File: config.mk
export PLATFORM = sky130hd
export DESIGN_NAME = gactx_seq_unpacker
export DESIGN_NICKNAME = d
export VERILOG_FILES = /design/src/rtl/gactx_pkg.sv /design/src/rtl/gactx_base_encoder.sv /design/src/rtl/gactx_seq_unpacker.sv
export SDC_FILE = /design/constraint.sdc
export NUM_CORES = 2
export LEC_CHECK = 0
export BUFFER_PORTS_ARGS = -buffer_cell sky130_fd_sc_hd__buf_2
export CAP_MARGIN = 20
export CORE_AREA = 2 2 456 458
export CTS_CLUSTER_DIAMETER = 50
export DETAILED_ROUTE_END_ITERATION = 10
export DIE_AREA = 0 0 458 460
export PLACE_DENSITY = 0.47
export SLEW_MARGIN = 25
export SYNTH_ARGS = -nofsm -noshare
export SYNTH_HDL_FRONTEND = slang
export SYNTH_SLANG_ARGS = --single-unit
File: constraint.sdc
create_clock -name ap_clk -period 41.2 [get_ports ap_clk]
set_input_delay 8.24 -clock ap_clk [delete_from_list [all_inputs] [get_ports ap_clk]]
set_output_delay 8.24 -clock ap_clk [all_outputs]
set_load 0.05 [all_outputs]
File: src/rtl/gactx_pkg.sv
// Shared base codes, code width and FSM state type for the GACT-X sequence unpacker.
package gactx_pkg;

  localparam int unsigned BASE_W = 3;

  localparam logic [BASE_W-1:0] CODE_A = 3'd0;
  localparam logic [BASE_W-1:0] CODE_C = 3'd1;
  localparam logic [BASE_W-1:0] CODE_G = 3'd2;
  localparam logic [BASE_W-1:0] CODE_T = 3'd3;
  localparam logic [BASE_W-1:0] CODE_N = 3'd4;

  typedef enum logic [1:0] {
    ST_IDLE = 2'd0,
    ST_LOAD = 2'd1,
    ST_EMIT = 2'd2
  } state_e;

endpackage

File: src/rtl/gactx_base_encoder.sv
// Maps one ASCII nucleotide byte to its base code; anything unrecognised becomes N.
module gactx_base_encoder
  import gactx_pkg::*;
(
  input  logic [7:0]        byte_i,
  output logic [BASE_W-1:0] code_o
);

  // Case-insensitive ACGT lookup, everything else is N
  always_comb begin
    code_o = CODE_N;
    case (byte_i)
      8'h41, 8'h61: code_o = CODE_A;
      8'h43, 8'h63: code_o = CODE_C;
      8'h47, 8'h67: code_o = CODE_G;
      8'h54, 8'h74: code_o = CODE_T;
      default:      code_o = CODE_N;
    endcase
  end

endmodule

File: src/rtl/gactx_seq_unpacker.sv
// Unpacks wide ASCII read-path words into fixed-size beats of encoded bases.
module gactx_seq_unpacker #(
  parameter int unsigned IN_W      = 1024,
  parameter int unsigned OUT_BASES = 32,
  parameter int unsigned BASE_W    = 3
) (
  input  logic                                 ap_clk,
  input  logic                                 areset,
  input  logic                                 start,
  input  logic [31:0]                          seq_len,
  output logic                                 done,
  output logic                                 error,
  input  logic                                 s_valid,
  output logic                                 s_ready,
  input  logic [IN_W-1:0]                      s_data,
  input  logic                                 s_last,
  output logic                                 m_valid,
  input  logic                                 m_ready,
  output logic [OUT_BASES*BASE_W-1:0]          m_data,
  output logic                                 m_last,
  output logic [$clog2(OUT_BASES+1)-1:0]       m_count
);

  import gactx_pkg::*;

  localparam int unsigned CHUNK_BITS = 8 * OUT_BASES;
  localparam int unsigned CHUNKS     = IN_W / CHUNK_BITS;
  localparam int unsigned CIDX_W     = (CHUNKS > 1) ? $clog2(CHUNKS) : 1;
  localparam int unsigned CNT_W      = $clog2(OUT_BASES + 1);
  localparam int unsigned DATA_W     = OUT_BASES * BASE_W;
  localparam int unsigned ENC_W      = gactx_pkg::BASE_W;

  state_e              state_q, state_d;
  logic [31:0]         rem_q, rem_d;
  logic [IN_W-1:0]     word_q, word_d;
  logic                word_last_q, word_last_d;
  logic [CIDX_W-1:0]   chunk_q, chunk_d;
  logic                short_q, short_d;
  logic                m_valid_q, m_valid_d;
  logic [DATA_W-1:0]   m_data_q, m_data_d;
  logic                m_last_q, m_last_d;
  logic [CNT_W-1:0]    m_count_q, m_count_d;
  logic                done_q, done_d;
  logic                error_q, error_d;

  logic                beat_acc, word_acc, last_chunk, s_ready_c;
  logic [31:0]         rem_after, rem_nb;
  logic [CIDX_W-1:0]   chunk_nxt;
  logic [CHUNK_BITS-1:0] chunk_sel;
  logic [OUT_BASES*ENC_W-1:0] enc_flat;
  logic                nb_idx_last, nb_word_last, nb_end, nb_short;
  logic [CNT_W-1:0]    nb_cnt;
  logic [DATA_W-1:0]   nb_data;

  // Handshake qualifiers and the zero-bubble input-ready rule
  always_comb begin
    beat_acc   = m_valid_q & m_ready;
    rem_after  = rem_q - 32'(m_count_q);
    last_chunk = (chunk_q == CIDX_W'(CHUNKS - 1));
    chunk_nxt  = chunk_q + CIDX_W'(1);
    s_ready_c  = 1'b0;
    if (state_q == ST_LOAD) begin
      s_ready_c = 1'b1;
    end else if (state_q == ST_EMIT) begin
      s_ready_c = last_chunk & beat_acc & ~m_last_q & (rem_after != 32'd0);
    end
    word_acc = s_valid & s_ready_c;
  end

  // Select the chunk that forms the next beat: chunk 0 of a fresh word, else the next stored chunk
  always_comb begin
    chunk_sel    = word_acc ? s_data[CHUNK_BITS-1:0]
                            : CHUNK_BITS'(word_q >> (32'(chunk_nxt) * CHUNK_BITS));
    nb_idx_last  = word_acc ? (CHUNKS == 1) : (chunk_nxt == CIDX_W'(CHUNKS - 1));
    nb_word_last = word_acc ? s_last : word_last_q;
    rem_nb       = (state_q == ST_EMIT) ? rem_after : rem_q;
    nb_end       = (rem_nb <= OUT_BASES);
    nb_short     = nb_word_last & nb_idx_last & ~nb_end;
    nb_cnt       = nb_end ? CNT_W'(rem_nb) : CNT_W'(OUT_BASES);
  end

  for (genvar k = 0; k < OUT_BASES; k++) begin : g_enc
    gactx_base_encoder u_enc (
      .byte_i (chunk_sel[8*k +: 8]),
      .code_o (enc_flat[ENC_W*k +: ENC_W])
    );
  end

  // Pad positions past the sequence end with N
  always_comb begin
    nb_data = '0;
    for (int unsigned k = 0; k < OUT_BASES; k++) begin
      nb_data[k*BASE_W +: BASE_W] = (k < 32'(nb_cnt)) ? BASE_W'(enc_flat[k*ENC_W +: ENC_W])
                                                      : BASE_W'(CODE_N);
    end
  end

  // Next-state and next-output logic
  always_comb begin
    state_d     = state_q;
    rem_d       = rem_q;
    word_d      = word_q;
    word_last_d = word_last_q;
    chunk_d     = chunk_q;
    short_d     = short_q;
    m_valid_d   = m_valid_q;
    m_data_d    = m_data_q;
    m_last_d    = m_last_q;
    m_count_d   = m_count_q;
    done_d      = 1'b0;
    error_d     = error_q;

    case (state_q)
      ST_IDLE: begin
        if (start) begin
          error_d = 1'b0;
          if (seq_len != 32'd0) begin
            rem_d   = seq_len;
            state_d = ST_LOAD;
          end else begin
            done_d = 1'b1;
          end
        end
      end

      ST_LOAD: begin
        if (word_acc) begin
          word_d      = s_data;
          word_last_d = s_last;
          chunk_d     = '0;
          m_valid_d   = 1'b1;
          m_data_d    = nb_data;
          m_count_d   = nb_cnt;
          m_last_d    = nb_end | nb_short;
          short_d     = nb_short;
          state_d     = ST_EMIT;
        end
      end

      ST_EMIT: begin
        if (beat_acc) begin
          rem_d = rem_after;
          if (m_last_q) begin
            m_valid_d = 1'b0;
            m_last_d  = 1'b0;
            m_count_d = '0;
            done_d    = 1'b1;
            error_d   = error_q | short_q;
            state_d   = ST_IDLE;
          end else if (!last_chunk || word_acc) begin
            if (word_acc) begin
              word_d      = s_data;
              word_last_d = s_last;
              chunk_d     = '0;
            end else begin
              chunk_d = chunk_nxt;
            end
            m_data_d  = nb_data;
            m_count_d = nb_cnt;
            m_last_d  = nb_end | nb_short;
            short_d   = nb_short;
          end else begin
            m_valid_d = 1'b0;
            state_d   = ST_LOAD;
          end
        end
      end

      default: state_d = ST_IDLE;
    endcase
  end

  // State and output registers with asynchronous reset
  always_ff @(posedge ap_clk or posedge areset) begin
    if (areset) begin
      state_q     <= ST_IDLE;
      rem_q       <= '0;
      word_q      <= '0;
      word_last_q <= 1'b0;
      chunk_q     <= '0;
      short_q     <= 1'b0;
      m_valid_q   <= 1'b0;
      m_data_q    <= '0;
      m_last_q    <= 1'b0;
      m_count_q   <= '0;
      done_q      <= 1'b0;
      error_q     <= 1'b0;
    end else begin
      state_q     <= state_d;
      rem_q       <= rem_d;
      word_q      <= word_d;
      word_last_q <= word_last_d;
      chunk_q     <= chunk_d;
      short_q     <= short_d;
      m_valid_q   <= m_valid_d;
      m_data_q    <= m_data_d;
      m_last_q    <= m_last_d;
      m_count_q   <= m_count_d;
      done_q      <= done_d;
      error_q     <= error_d;
    end
  end

  assign s_ready = s_ready_c;
  assign m_valid = m_valid_q;
  assign m_data  = m_data_q;
  assign m_last  = m_last_q;
  assign m_count = m_count_q;
  assign done    = done_q;
  assign error   = error_q;

endmodule
Yosys cells after proc, flatten, opt, wreduce, memory -nomap -nowiden
Cells that the tools add are included.

operators by class
  bitwise gates (word level) = 11
  add/subtract/negate cells = 2
  order comparisons = 33
  shifts and indexed selects = 1
  multiplexer cells = 131
  reduce and logical (&&, ||, !) cells = 143
  eq/ne operators = 269

operators with widths
  kind                 count
  $mux 1024            4
  $eq 8x7->1 const B   256
  $pmux 1024 s2        1
  $shr 1024x10->256    1
  $mux 96              4
  $pmux 3 s4           32
  $mux 256             1
  $reduce_or 2->1      128
  $pmux 96 s2          1
  $mux 32              4
  $lt 5x6->1 const A   16
  $mux 3               32
  $pmux 32 s2          1
  $reduce_bool 32->1   2
  $lt 4x6->1 const A   8
  $le 32x6->1 const B  1
  $sub 32x6->32        1
  $mux 6               5
  $mux 1               26
  $lt 3x6->1 const A   4
  $mux 2               11
  $reduce_and 4->1     5
  $lt 1x6->1 const A   2
  $lt 2x6->1 const A   2
  other kinds (20)     42

storage, ports and cells
  bits in registers = 1168
  input port bits = 1062
  output and inout bits = 107
  word-level logic and storage cells = 602

Logic depth before layout (Yosys ltp)
  depth in word-level cells = 16
  mapped depth = 18

Hierarchy
Synthesis repeated with hierarchy kept, for this count alone.

second synthesis, totals
  cells, all modules = 4024
  area, all modules = 57694.1 µm²

by module, submodules not included
  module              cells each  area an instance (µm²)  instances
  gactx_seq_unpacker  3672        54971.5                 1
  gactx_base_encoder  11          85.1                    32

Least setup slack after synthesis
OpenSTA, ideal clock, no wires.

  path type = input-to-output
  start point = in m_ready
  end point = out s_ready
  cell stages on the path = 4
  required time = 32.960 ns
  arrival = 9.646 ns
  path slack = 23.314 ns
  cell sequence = nand2_1 > nor2_1 > nand2_1 > o21ai_0

on the way
  longest elaborated chain between the ends = 6

RTL lines
  element                    RTL line                  source
  from (decl)                gactx_seq_unpacker.sv:18  input logic m_ready,
  $and 1x1->1                gactx_seq_unpacker.sv:57  beat_acc = m_valid_q & m_ready;
  $and 1x1->1 (3 in series)  gactx_seq_unpacker.sv:65  s_ready_c = last_chunk & beat_acc & ~m_last_q & (rem_after != 32'd0);
  $mux 1                     gactx_seq_unpacker.sv:64  end else if (state_q == ST_EMIT) begin
  $mux 1                     gactx_seq_unpacker.sv:62  if (state_q == ST_LOAD) begin
  to (decl)                  gactx_seq_unpacker.sv:14  output logic s_ready,

No other way between the ends.

Final worst setup path
Same ends and word-level chain as after synthesis.

==> impl_results.md <==
* Cells after DPL at around 7,400
* Drt drc at 0
* Worst Path Arrival at approximately 9.6 ns
* Final Skew at 0.0504 ns
* Count leader, synth: dfrtp_1
* Die Y at ~460 microns
* Area delta synth->final at 26.7%
* Slowest-stage cell, CP: o21ai_0
* Part of the Yosys area used for sequential elements at 0.518
* Startpoint Class: primary input
* Status: finished, final reports clean
* Post CTS Setup Buffer Count at 0
* Synth top area cells: dfrtp_1 (52%), mux2_2 (16%), mux4_2 (5.8%)
* PortBufs at approximately 1,000
* DP Wirelength at 152,000 microns
* Starting Density at 0.244
* Routed wire length at between 200,000 and 250,000 microns
* Vias in the first global route at between 30,000 and 40,000
* CTS max path bufs at 3
* FF/Latch Area at ~26,000 sq um
* Netlist Area Pre-Place at between 50,000 and 60,000 sq um
* Grt total ovfl at 0
* Syn Area/Cell at 13.1 sq um
* Pwr per Cell Area at 41.1 nW/um^2
* CTS Buf Count at about 160
* Critical setup path kind: primary input to output port
* Drt wl/cell at approximately 26 microns
* CP Cell Sequence: buf_2 > nand2_1 > nor2_1 > nand2_1 > o21ai_0 > buf_2
* First-pass GRT wire length at around 280,000 microns
* Worst Tran Pin Value at between 1 and 1.5 ns
* CTS clk-pin slew, worst paths at around 0.050 ns
* GR Util met3 at 0.0662
* Num rows at 167
* CP Max Fanout at 4
* GRT Max-Usage Layer: met2
* Initial antenna violation count at roughly 190
* RSZ-0062 raised after global routing: no
* Worst hold path class: register to register
* Peak Freq at roughly 0.056 GHz
* Core region area at roughly 200,000 sq um
* Gpl congestion at 0.889
* Critical Path Sink Type: output port
* Layout Cells excl Fill at roughly 7,800
* Die area at 211,000 sq um
* FILL cells at roughly 21,000
* Clock Latency Late Sink at ~0.81 ns
* Max H-tree Level at 4
* Hold buffers post-CTS at 0
* GR Util met2 at 0.295
* Synth top area share at 0.518
* Final TNS setup at 0 ns
* Top Ports at between 1,000 and 1,500
* Post-route antenna net violation count at 0
* Final Hold Viols at 0
* Fin area at 63,600 sq um
* Yosys cell types at 89
* Rel. slew slack at 0.325
* CP max stage delay at ~0.47 ns
* Mapped Cells at 3,845
* Clock sink count at between 1,000 and 1,500
* Footprint of the multi-input gates at 22,700 sq um
* Min Tclk post-route at 17.86 ns
* Die W at roughly 460 microns
* CTS tree: yes
* VDD IR max at approximately 0.041 mV
* Count of pins over their slew limit at 0
* Setup-failing EPs final at 0
* Util after Layout at 0.309
* Leak Pwr at around 30 nW
* Layout cell share with drive strength beyond 1 at 0.449
* Initial DRC Count at 2,428
* Ys Warns at 0
* Post-DR vias/cell at 4.85
* GRT Overall Usage at 0.186
* 1st-pass router iterations at 5
* PostCTS Resize Cnt at 0
* Power after layout at around 2.6 mW
* Async set-reset flop share out of synthesis at 1.00
* Commonest cells in the netlist: dfrtp_1 (1,040), mux2_2 (692), mux2_1 (219)
* Root Driver: clkbuf_16
* Post-Syn Nets at between 4,000 and 5,000
* Via count at approximately 38,000
* Flop-to-flop setup slack at ~33 ns
* Top_reg_cell synth: dfrtp_1
* Synth area leader: dfrtp_1
* Max cap viols at 0
* Grt met1 use at 0.235
* Post-synth EDFFs at 0
* DP Area at between 50,000 and 60,000 sq um
* Crit share post-route at 0.434
* Post-synthesis register bit count at 1,040
* Req. time, crit path at roughly 33 ns
* Largest net degree at the start of global routing at 167
* Fin nets at 5,944
## routing by layer
layer  share of wire  vias up  wire length (microns)
met2            0.46     1380                  91700
met3           0.085      476                  17100
met1            0.42    19084                  84000
met4           0.034      128                   6720
met5          0.0041        -                    817
li1                -    16632                      -
## sequential cells by signal, indices dropped and copies added, names as in the netlist
| signal | cells |
|---|---|
| m_data | 96 |
| m_last | 1 |
| word_q | 896 |
| done | 1 |
| chunk_q | 2 |
| short_q | 1 |
| m_valid | 1 |
| error | 1 |
| word_last_q | 1 |
| state_q | 2 |
| m_count | 6 |
| rem_q | 32 |
## critical path, delay by kind of cell
kind | cells | cell delay, ns
buffers and inverters | 2 | 0.52
and+or+nand+nor | 3 | 0.38
AOI/OAI and AO/OA | 1 | 0.47
## worst paths after layout
| path | start | endpoint | depth (start not counted) |
|---|---|---|---|
| min in group asynchronous | areset | word_q[955] | 2 |
| max in group asynchronous | areset | word_q[767] | 7 |
| worst min-delay path | m_data[1] | m_data[1] | 2 |
| worst max register to register | rem_q[0] | word_q[731] | 18 |
| worst min register to register | m_data[1] | m_data[1] | 2 |
| worst max-delay path | m_ready | s_ready | 6 |
## area by class of cell
class                           instances  area share
Clock buffer                          203      0.0680
Timing Repair Buffer                 1102      0.0907
Sequential cell                      1040       0.409
Tap cell                             2704      0.0532
Inverter                               55     0.00336
Clock inverter                         83      0.0162
Multi-Input combinational cell       2513       0.356
Antenna cell                           78     0.00307
## per-stage QoR
step | hold slack [ns] | setup WS [ns]
after CTS | 0.473 | 23.43
final | 0.467 | 23.34
after global routing | 0.491 | 23.33
after global placement | 0.458 | 23.40
after floorplan | 0.449 | 3.69
after detailed placement | 0.461 | 23.44
## kinds of logic after synthesis
family                   synth area share
AO/OA/AOI/OAI                      0.0719
XOR/XNOR                          0.00105
adder cells (fa/ha/maj)           0.00339
buffers and inverters              0.0327
flip-flops                          0.518
multiplexers                        0.271
AND/OR/NAND/NOR                     0.101
## power breakdown
part | internal [mW] | switching [mW] | leakage [nW]
logic | 0.0852 | 0.0727 | 13.6
clock network | 0.828 | 0.537 | 2.60
registers | 1.07 | 0.0245 | 13.5
## cells in the final DEF (no fill, tap or decap), types with 52 or more instances in the layout
cell / instances
clkbuf_16: 158
nor3_1: 101
buf_4: 52
nand2_1: 165
nor4b_1: 75
dfrtp_1: 1039
nor2b_1: 53
o21ai_0: 95
diode_2: 78
nand3_1: 57
nor3b_1: 61
nor2_1: 131
a21oi_1: 148
mux2_1: 219
mux4_2: 129
mux2_2: 692
inv_1: 54
buf_2: 1040
Note: power is estimated with default switching activity, not from simulation.
